--- config.mk ---
export PLATFORM = sky130hd
export DESIGN_NAME = mem_arbiter
export DESIGN_NICKNAME = d
export VERILOG_FILES = /design/src/rtl/mem_arbiter_pkg.sv /design/src/rtl/mem_rd_tracker.sv /design/src/rtl/mem_arbiter.sv
export SDC_FILE = /design/constraint.sdc
export NUM_CORES = 1
export LEC_CHECK = 0
export BUFFER_PORTS_ARGS = -buffer_cell sky130_fd_sc_hd__buf_4
export CORE_MARGIN = 10
export CORE_UTILIZATION = 30
export CTS_BUF_LIST = sky130_fd_sc_hd__clkbuf_4 sky130_fd_sc_hd__clkbuf_8
export DETAILED_ROUTE_END_ITERATION = 10
export SKIP_LAST_GASP = 1
export SLEW_MARGIN = 10
export SYNTH_ARGS = -nofsm -noshare
export SYNTH_HDL_FRONTEND = slang
export SYNTH_HIERARCHICAL = 1
export SYNTH_SLANG_ARGS = --single-unit
--- constraint.sdc ---
create_clock -name clk -period 3.9 [get_ports clk]
set_input_delay 0 -clock clk [delete_from_list [all_inputs] [get_ports clk]]
set_output_delay 0 -clock clk [all_outputs]
set_load 0.02 [all_outputs]
--- src/rtl/mem_arbiter_pkg.sv ---
// Shared encodings for the two-requester memory arbiter.
// No logic; types and constants only.
// Imported by mem_arbiter and mem_rd_tracker.
package mem_arbiter_pkg;

   typedef enum logic [1:0] {
      UNLOCKED = 2'd0,
      LOCKED0  = 2'd1,
      LOCKED1  = 2'd2
   } lock_state_e;

   localparam logic REQ0 = 1'b0;
   localparam logic REQ1 = 1'b1;

endpackage

--- src/rtl/mem_rd_tracker.sv ---
// Tracks in-flight reads and steers memory read data to the requester that issued each one.
// Latency: rvalid/rdata appear MEM_LATENCY edges after the edge that completed the read.
// Backpressure: none; one entry per cycle, responses cannot be stalled.
module mem_rd_tracker
   import mem_arbiter_pkg::*;
#(
   parameter int DATA_WIDTH  = 8,
   parameter int MEM_LATENCY = 1
) (
   input  logic                  clk,
   input  logic                  rst_n,
   input  logic                  issue_vld,
   input  logic                  issue_owner,
   input  logic [DATA_WIDTH-1:0] mem_rdata,
   output logic                  r0_rvalid,
   output logic [DATA_WIDTH-1:0] r0_rdata,
   output logic                  r1_rvalid,
   output logic [DATA_WIDTH-1:0] r1_rdata
);

   logic [MEM_LATENCY-1:0] pipe_vld_q, pipe_vld_d;
   logic [MEM_LATENCY-1:0] pipe_own_q, pipe_own_d;
   logic                   r0_rvalid_q, r0_rvalid_d;
   logic                   r1_rvalid_q, r1_rvalid_d;
   logic [DATA_WIDTH-1:0]  r0_rdata_q, r0_rdata_d;
   logic [DATA_WIDTH-1:0]  r1_rdata_q, r1_rdata_d;
   logic                   exit_vld;
   logic                   exit_own;

   // Shift the {valid, owner} tag one stage per cycle, new read enters stage 0.
   always_comb begin
      pipe_vld_d    = '0;
      pipe_own_d    = '0;
      pipe_vld_d[0] = issue_vld;
      pipe_own_d[0] = issue_owner;
      for (int i = 1; i < MEM_LATENCY; i++) begin
         pipe_vld_d[i] = pipe_vld_q[i-1];
         pipe_own_d[i] = pipe_own_q[i-1];
      end
   end

   assign exit_vld = pipe_vld_q[MEM_LATENCY-1];
   assign exit_own = pipe_own_q[MEM_LATENCY-1];

   // Capture memory data for the owner of the exiting tag; the other side holds its data.
   always_comb begin
      r0_rvalid_d = exit_vld && (exit_own == REQ0);
      r1_rvalid_d = exit_vld && (exit_own == REQ1);
      r0_rdata_d  = r0_rvalid_d ? mem_rdata : r0_rdata_q;
      r1_rdata_d  = r1_rvalid_d ? mem_rdata : r1_rdata_q;
   end

   // Tag pipeline and response registers; reset drops every in-flight read.
   always_ff @(posedge clk or negedge rst_n) begin
      if (!rst_n) begin
         pipe_vld_q  <= '0;
         pipe_own_q  <= '0;
         r0_rvalid_q <= 1'b0;
         r1_rvalid_q <= 1'b0;
         r0_rdata_q  <= '0;
         r1_rdata_q  <= '0;
      end else begin
         pipe_vld_q  <= pipe_vld_d;
         pipe_own_q  <= pipe_own_d;
         r0_rvalid_q <= r0_rvalid_d;
         r1_rvalid_q <= r1_rvalid_d;
         r0_rdata_q  <= r0_rdata_d;
         r1_rdata_q  <= r1_rdata_d;
      end
   end

   assign r0_rvalid = r0_rvalid_q;
   assign r1_rvalid = r1_rvalid_q;
   assign r0_rdata  = r0_rdata_q;
   assign r1_rdata  = r1_rdata_q;

endmodule

--- src/rtl/mem_arbiter.sv ---
// Round-robin arbiter sharing one single-port synchronous memory between two requesters, with ownership lock.
// Latency: grant and memory drive are combinational in the request cycle; reads return via mem_rd_tracker.
// Backpressure: a requester holds req until gnt; a locked owner blocks the other requester.
module mem_arbiter
   import mem_arbiter_pkg::*;
#(
   parameter int ADDR_WIDTH  = 8,
   parameter int DATA_WIDTH  = 8,
   parameter int MEM_LATENCY = 1
) (
   input  logic                  clk,
   input  logic                  async_nreset,
   input  logic                  r0_req,
   input  logic                  r0_write,
   input  logic                  r0_lock,
   input  logic [ADDR_WIDTH-1:0] r0_addr,
   input  logic [DATA_WIDTH-1:0] r0_wdata,
   output logic                  r0_gnt,
   output logic                  r0_rvalid,
   output logic [DATA_WIDTH-1:0] r0_rdata,
   input  logic                  r1_req,
   input  logic                  r1_write,
   input  logic                  r1_lock,
   input  logic [ADDR_WIDTH-1:0] r1_addr,
   input  logic [DATA_WIDTH-1:0] r1_wdata,
   output logic                  r1_gnt,
   output logic                  r1_rvalid,
   output logic [DATA_WIDTH-1:0] r1_rdata,
   output logic [ADDR_WIDTH-1:0] mem_addr_out,
   output logic [DATA_WIDTH-1:0] mem_data_out,
   output logic                  mem_write,
   input  logic [DATA_WIDTH-1:0] mem_data_in
);

   lock_state_e lock_q, lock_d;
   logic        ptr_q, ptr_d;
   logic        gnt0, gnt1;
   logic        issue_vld;
   logic        issue_owner;

   // Grant selection: lock owner only, else sole requester, else pointer; nothing while in reset.
   always_comb begin
      gnt0 = 1'b0;
      gnt1 = 1'b0;
      if (async_nreset) begin
         case (lock_q)
            LOCKED0: gnt0 = r0_req;
            LOCKED1: gnt1 = r1_req;
            default: begin
               if (r0_req && r1_req) begin
                  gnt0 = (ptr_q == REQ0);
                  gnt1 = (ptr_q == REQ1);
               end else begin
                  gnt0 = r0_req;
                  gnt1 = r1_req;
               end
            end
         endcase
      end
   end

   // Memory drive follows the granted requester and is zero when idle.
   always_comb begin
      mem_addr_out = '0;
      mem_data_out = '0;
      mem_write    = 1'b0;
      if (gnt0) begin
         mem_addr_out = r0_addr;
         mem_data_out = r0_wdata;
         mem_write    = r0_write;
      end else if (gnt1) begin
         mem_addr_out = r1_addr;
         mem_data_out = r1_wdata;
         mem_write    = r1_write;
      end
   end

   // Next pointer (moves to the loser on any grant) and lock state transitions.
   always_comb begin
      ptr_d  = ptr_q;
      lock_d = lock_q;
      if (gnt0) begin
         ptr_d = REQ1;
      end else if (gnt1) begin
         ptr_d = REQ0;
      end
      case (lock_q)
         UNLOCKED: begin
            if (gnt0 && r0_lock) begin
               lock_d = LOCKED0;
            end else if (gnt1 && r1_lock) begin
               lock_d = LOCKED1;
            end
         end
         LOCKED0: begin
            if ((gnt0 && !r0_lock) || (!r0_req && !r0_lock)) begin
               lock_d = UNLOCKED;
            end
         end
         LOCKED1: begin
            if ((gnt1 && !r1_lock) || (!r1_req && !r1_lock)) begin
               lock_d = UNLOCKED;
            end
         end
         default: lock_d = UNLOCKED;
      endcase
   end

   // Arbitration state registers.
   always_ff @(posedge clk or negedge async_nreset) begin
      if (!async_nreset) begin
         ptr_q  <= REQ0;
         lock_q <= UNLOCKED;
      end else begin
         ptr_q  <= ptr_d;
         lock_q <= lock_d;
      end
   end

   assign r0_gnt      = gnt0;
   assign r1_gnt      = gnt1;
   assign issue_vld   = (gnt0 && !r0_write) || (gnt1 && !r1_write);
   assign issue_owner = gnt1 ? REQ1 : REQ0;

   mem_rd_tracker #(
      .DATA_WIDTH  (DATA_WIDTH),
      .MEM_LATENCY (MEM_LATENCY)
   ) u_rd_tracker (
      .clk         (clk),
      .rst_n       (async_nreset),
      .issue_vld   (issue_vld),
      .issue_owner (issue_owner),
      .mem_rdata   (mem_data_in),
      .r0_rvalid   (r0_rvalid),
      .r0_rdata    (r0_rdata),
      .r1_rvalid   (r1_rvalid),
      .r1_rdata    (r1_rdata)
   );

endmodule
; Yosys cells after proc, flatten, opt, wreduce, memory -nomap -nowiden
; Index checks and enable logic that the tools add are counted.
[totals]
inputBits = 48
ff_bits = 23
wordCells = 58
out_inout_bits = 37
[op_classes]
n_eq_ne = 5
muxes = 20
reduce_logical = 23
bitwise = 2
[op_table]
columns = op, count
row1 = $mux W8, 4
row2 = $logic_and A1 B1 Y1, 11
row3 = $mux W1, 9
row4 = $mux W2, 4
row5 = $logic_not A1 Y1, 6
row6 = $pmux W2 S3, 1
row7 = $ne A2 B2 Y1 const B, 2
row8 = $pmux W1 S2, 2
row9 = $logic_or A1 B1 Y1, 3
row10 = $ne A3 B3 Y1 const B, 1
row11 = $reduce_and A3 Y1, 1
row12 = $eq A2 B1 Y1 const B, 1
row13 = $eq A2 B2 Y1 const B, 1
row14 = $logic_not A2 Y1, 1
row15 = $not A1 Y1, 2
row16 = $reduce_bool A2 Y1, 1

; Logic depth before layout (Yosys ltp)
; Gate-level depths: netlist (run 1).
[depth]
depth_word = 8
ltp_mapped = 7

; Cells and area by module
; Netlist (run 1), hierarchy kept.
[by_module_without_submodules]
columns = mod, seq_area_each_um2, instances, area_per_inst_um2, cells_per_inst
row1 = mem_rd_tracker, 500.5, 1, 745.7, 40
row2 = mem_arbiter, 75.1, 1, 488.0, 56

; Worst setup path before layout (run 1)
; No wires, ideal clock.
[synth_timing]
kind = register to output
from = reg lock_q[0]
to = out mem_addr_out[0]
setup_slack_ns = 2.162
path_stages_with_launch = 8
arrival_ns = 1.738
t_required_ns = 3.900
path_cell_list = dfrtp_1 inv_1 ha_1 or3b_1 o2111ai_2 nor2_4 buf_6 a22o_1
[synth_between]
elab_chain_len = 5
elab_cells_between_ends = 8
cone_classes = 2 x eq/ne / 6 x mux
[synth_rtl]
columns = element, line_no
row1 = from (decl), mem_arbiter.sv:35  ; lock_state_e lock_q, lock_d;
row2 = from (signal assigned), mem_arbiter.sv:116  ; lock_q <= lock_d;
row3 = $eq A2 B2 Y1 or $eq A2 B1 Y1 (tied branches), mem_arbiter.sv:46  ; case (lock_q)
row4 = $pmux W1 S2, mem_arbiter.sv:46
row5 = $mux W1, mem_arbiter.sv:45  ; if (async_nreset) begin
row6 = $mux W8, mem_arbiter.sv:71  ; end else if (gnt1) begin
row7 = $mux W8 (*), mem_arbiter.sv:67  ; if (gnt0) begin
row8 = to (decl), mem_arbiter.sv:29  ; output logic [ADDR_WIDTH-1:0] mem_addr_out,
; Mark *: on every way between the ends. The rest lies on a longest branch, timed or not.

; Worst setup path after layout (run 1)
[layout_timing]
from = reg lock_q[0]
to = reg u_rd_tracker.pipe_vld_q, in the netlist u_rd_tracker/exit_vld
[layout_between]
elab_chain_len = 5
elab_cells_between_ends = 9
cone_classes = 2 x eq/ne / 4 x mux / 3 x reduce/logical
[layout_rtl]
columns = element, line_no
row1 = $eq A2 B2 Y1 or $eq A2 B1 Y1 (tied branches), mem_arbiter.sv:46
row2 = $pmux W1 S2, mem_arbiter.sv:46
row3 = $mux W1, mem_arbiter.sv:45
row4 = $logic_and A1 B1 Y1, mem_arbiter.sv:122  ; assign issue_vld = (gnt0 && !r0_write) || (gnt1 && !r1_write);
row5 = $logic_or A1 B1 Y1 (*), mem_arbiter.sv:122
row6 = via issue_vld, mem_arbiter.sv:38  ; logic issue_vld;
row7 = to (signal assigned), mem_rd_tracker.sv:63  ; pipe_vld_q <= pipe_vld_d;
row8 = to (decl), mem_rd_tracker.sv:21  ; logic [MEM_LATENCY-1:0] pipe_vld_q, pipe_vld_d;
; The timed path passes the listed nets; every way through them passes the cells marked *.
; A chain may end at the register's enable or synchronous reset.

==> flow_metrics.py, run 1 <==
metrics = {
    "sta": {
        "timing.fmax_ghz": 0.393,
        "whs_ns": 0.0539,
        "setup_viol": 0,
        "relSlewSlack_pct": 46.7,
        "hold_viol": 0,
        "setup_ws_ns": 1.36,
        "clock_skew_ns": 0.00434,
        "tns_ns": 0,
        "final.period_utilization_pct": 65.2,
        "worst_slew_pin_slew_ns": 0.800,
        "fin_crit_ns": 2.54,
        "rsz0062_at_grt": "false",
        "drv_slew": 0,
    },
    "run_status": {
        "status": "finished clean",
    },
    "critical_path": {
        "crit_path_start_kind": "register",
        "path_max_fanout": 22,
        "cp-startpoint": "lock_q[0]$_DFFE_PN0P_",
        "cp_cell_sequence": "inv_1 -> ha_1 -> nand3b_1 -> o2111a_1 -> inv_1 -> o22ai_1 -> dlygate4sd3_1",
        "crit_path_end_kind": "register",
        "r2r_end": "u_rd_tracker/exit_vld$_DFF_PN0_",
        "reg2reg_from": "lock_q[0]$_DFFE_PN0P_",
        "critPathRequiredTime_ns": 4.10,
        "cp_data_arrival_time_ns": 2.74,
        "slowest_stage": "o2111a_1",
        "regToRegSetupSlack_ns": 1.36,
        "critPathMostFrequentCell": "inv_1",
        "slowest_delay_ns": 0.72,
        "crit_type": "register to register",
        "r2r_cells": 7,
    },
    "hold_path": {
        "hold_end": "lock_q[1]$_DFFE_PN0P_",
        "hold_path_class": "input port to register",
        "hp-start": "r0_lock",
        "holdPathStages": 3,
    },
    "logic_synthesis": {
        "synth-seq-cells": 23,
        "synth_common_cells": "dfrtp_1, a22o_1, mux2_2, mux2_4, inv_1",
        "synth_area_leaders": "dfrtp_1, a22o_1, mux2_4",
        "syn_nets": 147,
        "synthesis.instances": 96,
        "synth_ff_type": "dfrtp_1",
        "syn-cell-area_um2": 1230,
        "async_flop_share_pct": 100,
        "synth_top_area_share_pct": 46.7,
        "yosysMostFrequentCell": "dfrtp_1",
        "ys_warn_count": 6,
        "synth_edf_count": 0,
        "ys_types": 30,
        "synth.yosys.seq_area_share_pct": 46.7,
        "synth.largest_area_cell": "dfrtp_1",
        "avgSynthCellArea_um2": 12.9,
    },
    "placement": {
        "place_hpwl_um": 3320,
        "gp_congestion": 0.774,
        "port-buffer-count": 84,
        "pre_cts_ws_ns": 1.67,
    },
    "power_and_ir_drop": {
        "ir_worst_vdd_v": 0.000254,
        "power.density_nw_per_um2": 697,
        "p_comb_share_pct": 61.1,
        "p_sw_uw": 571,
        "design_power_total_uw": 1430,
        "internal_power_uw": 860,
        "power_frac_clock_pct": 10.3,
        "power.leakage_uw": 0.00104,
        "p_sw_share_pct": 39.9,
        "seqPwrFrac_pct": 28.5,
    },
    "clock_network": {
        "h-tree-depth": 1,
        "tritoncts": "done",
        "numCtsBuffers": 3,
        "clk_pin_slew_ns": 0.08,
        "clk-insertion-delay-late_ns": 0.25,
        "clkSinkCount": 23,
        "root_buffer": "clkbuf_8",
        "cts_setup_buffers": 0,
        "clock_tree.buffer_depth": 2,
    },
    "floorplan": {
        "ios": 85,
        "initial_core_util_pct": 30.8,
        "dieHeight_um": 84.1,
        "rows": 23,
        "core_area_um2": 4000,
        "dieWidth_um": 84.1,
        "die-area_um2": 7080,
    },
    "final_layout": {
        "insertedDiodeCount": 0,
        "area_growth_pct": 66.4,
        "drive_above_1_share_pct": 57.6,
        "fin_util_pct": 51.3,
        "nNetsFinal": 243,
    },
    "global_route": {
        "grt_max_degree": 29,
        "antenna_found_initial": 0,
        "grt_pass1_wl_um": 6580,
        "track_usage_pct": 11.0,
        "overflow": 0,
        "grt_pass1_vias": 1383,
    },
    "detailed_routing": {
        "vias_per_cell": 4.88,
        "vias": 1177,
        "dr.pass1.iters": 4,
        "drt_wl_total_um": 4050,
        "detail-route-antenna-nets": 0,
        "wl_per_cell_um": 16.8,
        "drtIter0Drc": 13,
        "drc": 0,
    },
    "run": {
        "cap_violations": 0,
    },
}
-- per-layer routing --
layer,vias up,track usage [%],routed length [um]
met5,-,0,0
met4,0,1.83,20
met3,4,9.86,803
met2,80,16.3,1680
met1,541,11.5,1550
li1,552,-,-
-- worst max path at each step --
stage | end | slack (ns) | cells past startpoint
floorplan | mem_addr_out[0] | 2.16 | 7
global placement | mem_data_out[2] | 1.78 | 7
detailed placement | mem_data_out[5] | 1.67 | 7
CTS | u_rd_tracker/exit_vld$_DFF_PN0_ | 1.34 | 7
global route | u_rd_tracker/exit_vld$_DFF_PN0_ | 1.21 | 7
finish | u_rd_tracker/exit_vld$_DFF_PN0_ | 1.36 | 7
-- cell type report --
cell class / instances / area (um^2)
Fill cell: 356 / 1950
Timing Repair Buffer: 95 / 741
Multi-Input combinational cell: 62 / 599
Clock buffer: 4 / 48.8
Tap cell: 50 / 62.6
Sequential cell: 23 / 576
Inverter: 7 / 26.3
-- cell families after synthesis --
group                    synth area share [%]
adder cells (fa/ha/maj)                  3.04
buffers and inverters                    4.77
AND/OR/NAND/NOR                          7.51
multiplexers                             17.0
AO/OA/AOI/OAI                            21.0
flip-flops                               46.7
-- cells in the final DEF (no fill, tap or decap), drive strengths merged, types with 2 or more instances in the layout --
cell	n
buf	84
dfrtp	23
mux2	16
nand2	3
o31a	2
dlygate4sd3	11
a21oi	2
ha	3
clkbuf	4
o21ai	2
inv	7
nor2b	2
a22o	17
-- per-stage QoR --
step	instances	area, um^2
finish	241	2050
detailed placement	226	1890
floorplan	96	1230
global placement	226	1890
CTS	241	2050
global route	241	2050
-- flip-flops by register name (all words and copies together) (netlist names) --
register	cells
u_rd_tracker/exit_own	1
u_rd_tracker/r0_rvalid	1
u_rd_tracker/exit_vld	1
ptr_q	1
u_rd_tracker/r0_rdata	8
u_rd_tracker/r1_rvalid	1
u_rd_tracker/r1_rdata	8
lock_q	2
-- power by group through the flow --
stage               clock [uW]  combinational, uW  sequential (uW)
floorplan                    0                426              515
global placement             0                854              408
detailed placement           0                871              414
CTS                        156                887              410
global route               163                943              425
finish                     148                875              408
-- critical path: cells and delay by family (launching register included) --
kind            cells  cell delay, ns
fa+ha+maj           1            0.33
compound gates      2            0.89
simple gates        1            0.12
buf+inv             3            0.76
flops               1            0.38
-- repair_timing --
item / CTS / global route
gates resized for setup: 0 / 0
endpoints found under the setup margin: 0 / 0
hold endpoints to repair: 40 / 0
hold buffers: 11 / 0
Note: power is estimated with default switching activity, not from simulation.
==> run 2: changes to the inputs <==
- clock period: 3.9 -> 2.4 ns (I/O delays scaled with it)
==> run 2 against run 1 <==
Against the previous run: routed wire length is 0.77% lower; first-iteration DRC count grew to 4.3 times the previous value; largest cell class unchanged; clock-buffer cell count stayed put; utilization is 0.19 points higher; die area stayed put; setup slack worse by 1.1 ns; cell count is 0.41% higher; final area is 0.37% higher; fmax is 16% higher.
==> flow_metrics.py, run 2 (synthesis results as in run 1) <==
metrics = {
    "run_status": {
        "status": "finished clean",
    },
    "final_layout": {
        "final_common_cell": "buf_4",
        "fin_area_um2": 2060,
        "most-common-layout-cells": "buf_4, dfrtp_1, a22o_1",
        "area_growth_pct": 67.0,
        "insertedDiodeCount": 0,
        "nNetsFinal": 244,
        "drive_above_1_share_pct": 57.8,
    },
    "detailed_routing": {
        "dr.pass1.iters": 4,
        "drtIter0Drc": 56,
        "drt_wl_total_um": 4020,
        "detail-route-antenna-nets": 0,
        "vias": 1178,
        "vias_per_cell": 4.87,
        "wl_per_cell_um": 16.6,
        "drc": 0,
    },
    "power_and_ir_drop": {
        "p_sw_share_pct": 39.8,
        "power.density_nw_per_um2": 1130,
        "p_comb_share_pct": 61.3,
        "power.leakage_uw": 0.00105,
        "ir_worst_vdd_v": 0.000359,
        "design_power_total_uw": 2330,
        "power_frac_clock_pct": 10.5,
        "p_sw_uw": 926,
        "internal_power_uw": 1400,
        "seqPwrFrac_pct": 28.3,
    },
    "floorplan": {
        "dieHeight_um": 84.1,
        "rows": 23,
        "dieWidth_um": 84.1,
        "initial_core_util_pct": 30.8,
        "ios": 85,
        "core_area_um2": 4000,
        "die-area_um2": 7080,
    },
    "clock_network": {
        "tritoncts": "done",
        "clk_pin_slew_ns": 0.08,
        "clk-insertion-delay-late_ns": 0.26,
        "h-tree-depth": 1,
        "clock_tree.buffer_depth": 2,
        "cts_resized": 0,
        "numCtsBuffers": 3,
        "cts_setup_buffers": 0,
        "cts_hold_buf": 11,
        "clkSinkCount": 23,
        "root_buffer": "clkbuf_8",
    },
    "placement": {
        "dpl_cell_area_um2": 1900,
        "place_hpwl_um": 3300,
        "gp_congestion": 0.732,
        "pre_cts_ws_ns": 0.524,
        "port-buffer-count": 84,
    },
    "sta": {
        "relSlewSlack_pct": 74.5,
        "hold_viol": 0,
        "fin_crit_ns": 2.19,
        "rsz0062_at_grt": "false",
        "worst_slew_pin_slew_ns": 0.381,
        "final.period_utilization_pct": 91.1,
        "whs_ns": 0.0490,
        "timing.fmax_ghz": 0.457,
        "drv_slew": 0,
        "setup_ws_ns": 0.213,
        "setup_viol": 0,
        "clock_skew_ns": 0.00177,
        "tns_ns": 0,
    },
    "critical_path": {
        "cp_data_arrival_time_ns": 2.33,
        "crit_path_start_kind": "register",
        "crit_type": "register to register",
        "critPathRequiredTime_ns": 2.54,
        "crit_path_end_kind": "register",
        "path_max_fanout": 5,
    },
    "global_route": {
        "grt_pass1_vias": 1364,
        "grt_max_degree": 29,
        "grt_pass1_wl_um": 6380,
        "antenna_found_initial": 0,
        "track_usage_pct": 10.8,
        "overflow": 0,
    },
    "run": {
        "cap_violations": 0,
    },
    "hold_path": {
        "hold_path_class": "input port to register",
    },
}
[run 2: through the flow]
stage | util, % | instances
final | 51.5 | 242
after global routing | 51.5 | 242
after CTS | 51.5 | 242
after detailed placement | 47.5 | 227
after global placement | 47.5 | 227
after floorplan | - | 96
[run 2: worst max-delay path, stage by stage (launching register included)]
cell	delay [ns]
dfrtp_1	0.39
inv_1	0.10
ha_1	0.27
or3b_1	0.43
o2111ai_2	0.17
o22ai_1	0.13
dlygate4sd3_1	0.57
[run 2: power groups by stage]
stage / Sequential (uW) / Clock, uW / Combinational [uW]
after floorplan: 837 / 0 / 692
after global placement: 664 / 0 / 1400
after detailed placement: 669 / 0 / 1420
after CTS: 661 / 253 / 1450
after global routing: 681 / 278 / 1540
final: 658 / 244 / 1430
[run 2: per-layer routing]
metal	wire length (um)	track usage [%]	part of all wire, %
met2	1630	16.0	41
met5	0	0	0
met3	766	9.28	19
met4	8	2.74	0.20
met1	1610	11.3	40
[run 2: worst paths after layout]
check,startpoint,to,slack (ns),depth (start not counted)
setup / recovery,lock_q[1]$_DFFE_PN0P_,u_rd_tracker/exit_vld$_DFF_PN0_,0.21,6
hold / removal,r0_lock,lock_q[1]$_DFFE_PN0P_,0.05,3
min in group asynchronous,async_nreset,u_rd_tracker/r1_rdata[0]$_DFFE_PN0P_,0.20,2
hold reg to reg,u_rd_tracker/r1_rdata[0]$_DFFE_PN0P_,u_rd_tracker/r1_rdata[0]$_DFFE_PN0P_,0.51,1
max in group asynchronous,async_nreset,ptr_q$_DFFE_PN0P_,1.93,2
setup reg to reg,lock_q[1]$_DFFE_PN0P_,u_rd_tracker/exit_vld$_DFF_PN0_,0.21,6
[run 2: cell type report]
class,count,area (um^2)
clock buffers,4,48.8
fillers,360,1940
inverters,7,26.3
multi-input cells,62,599
flip-flops and latches,23,576
well taps,50,62.6
repair buffers,96,748
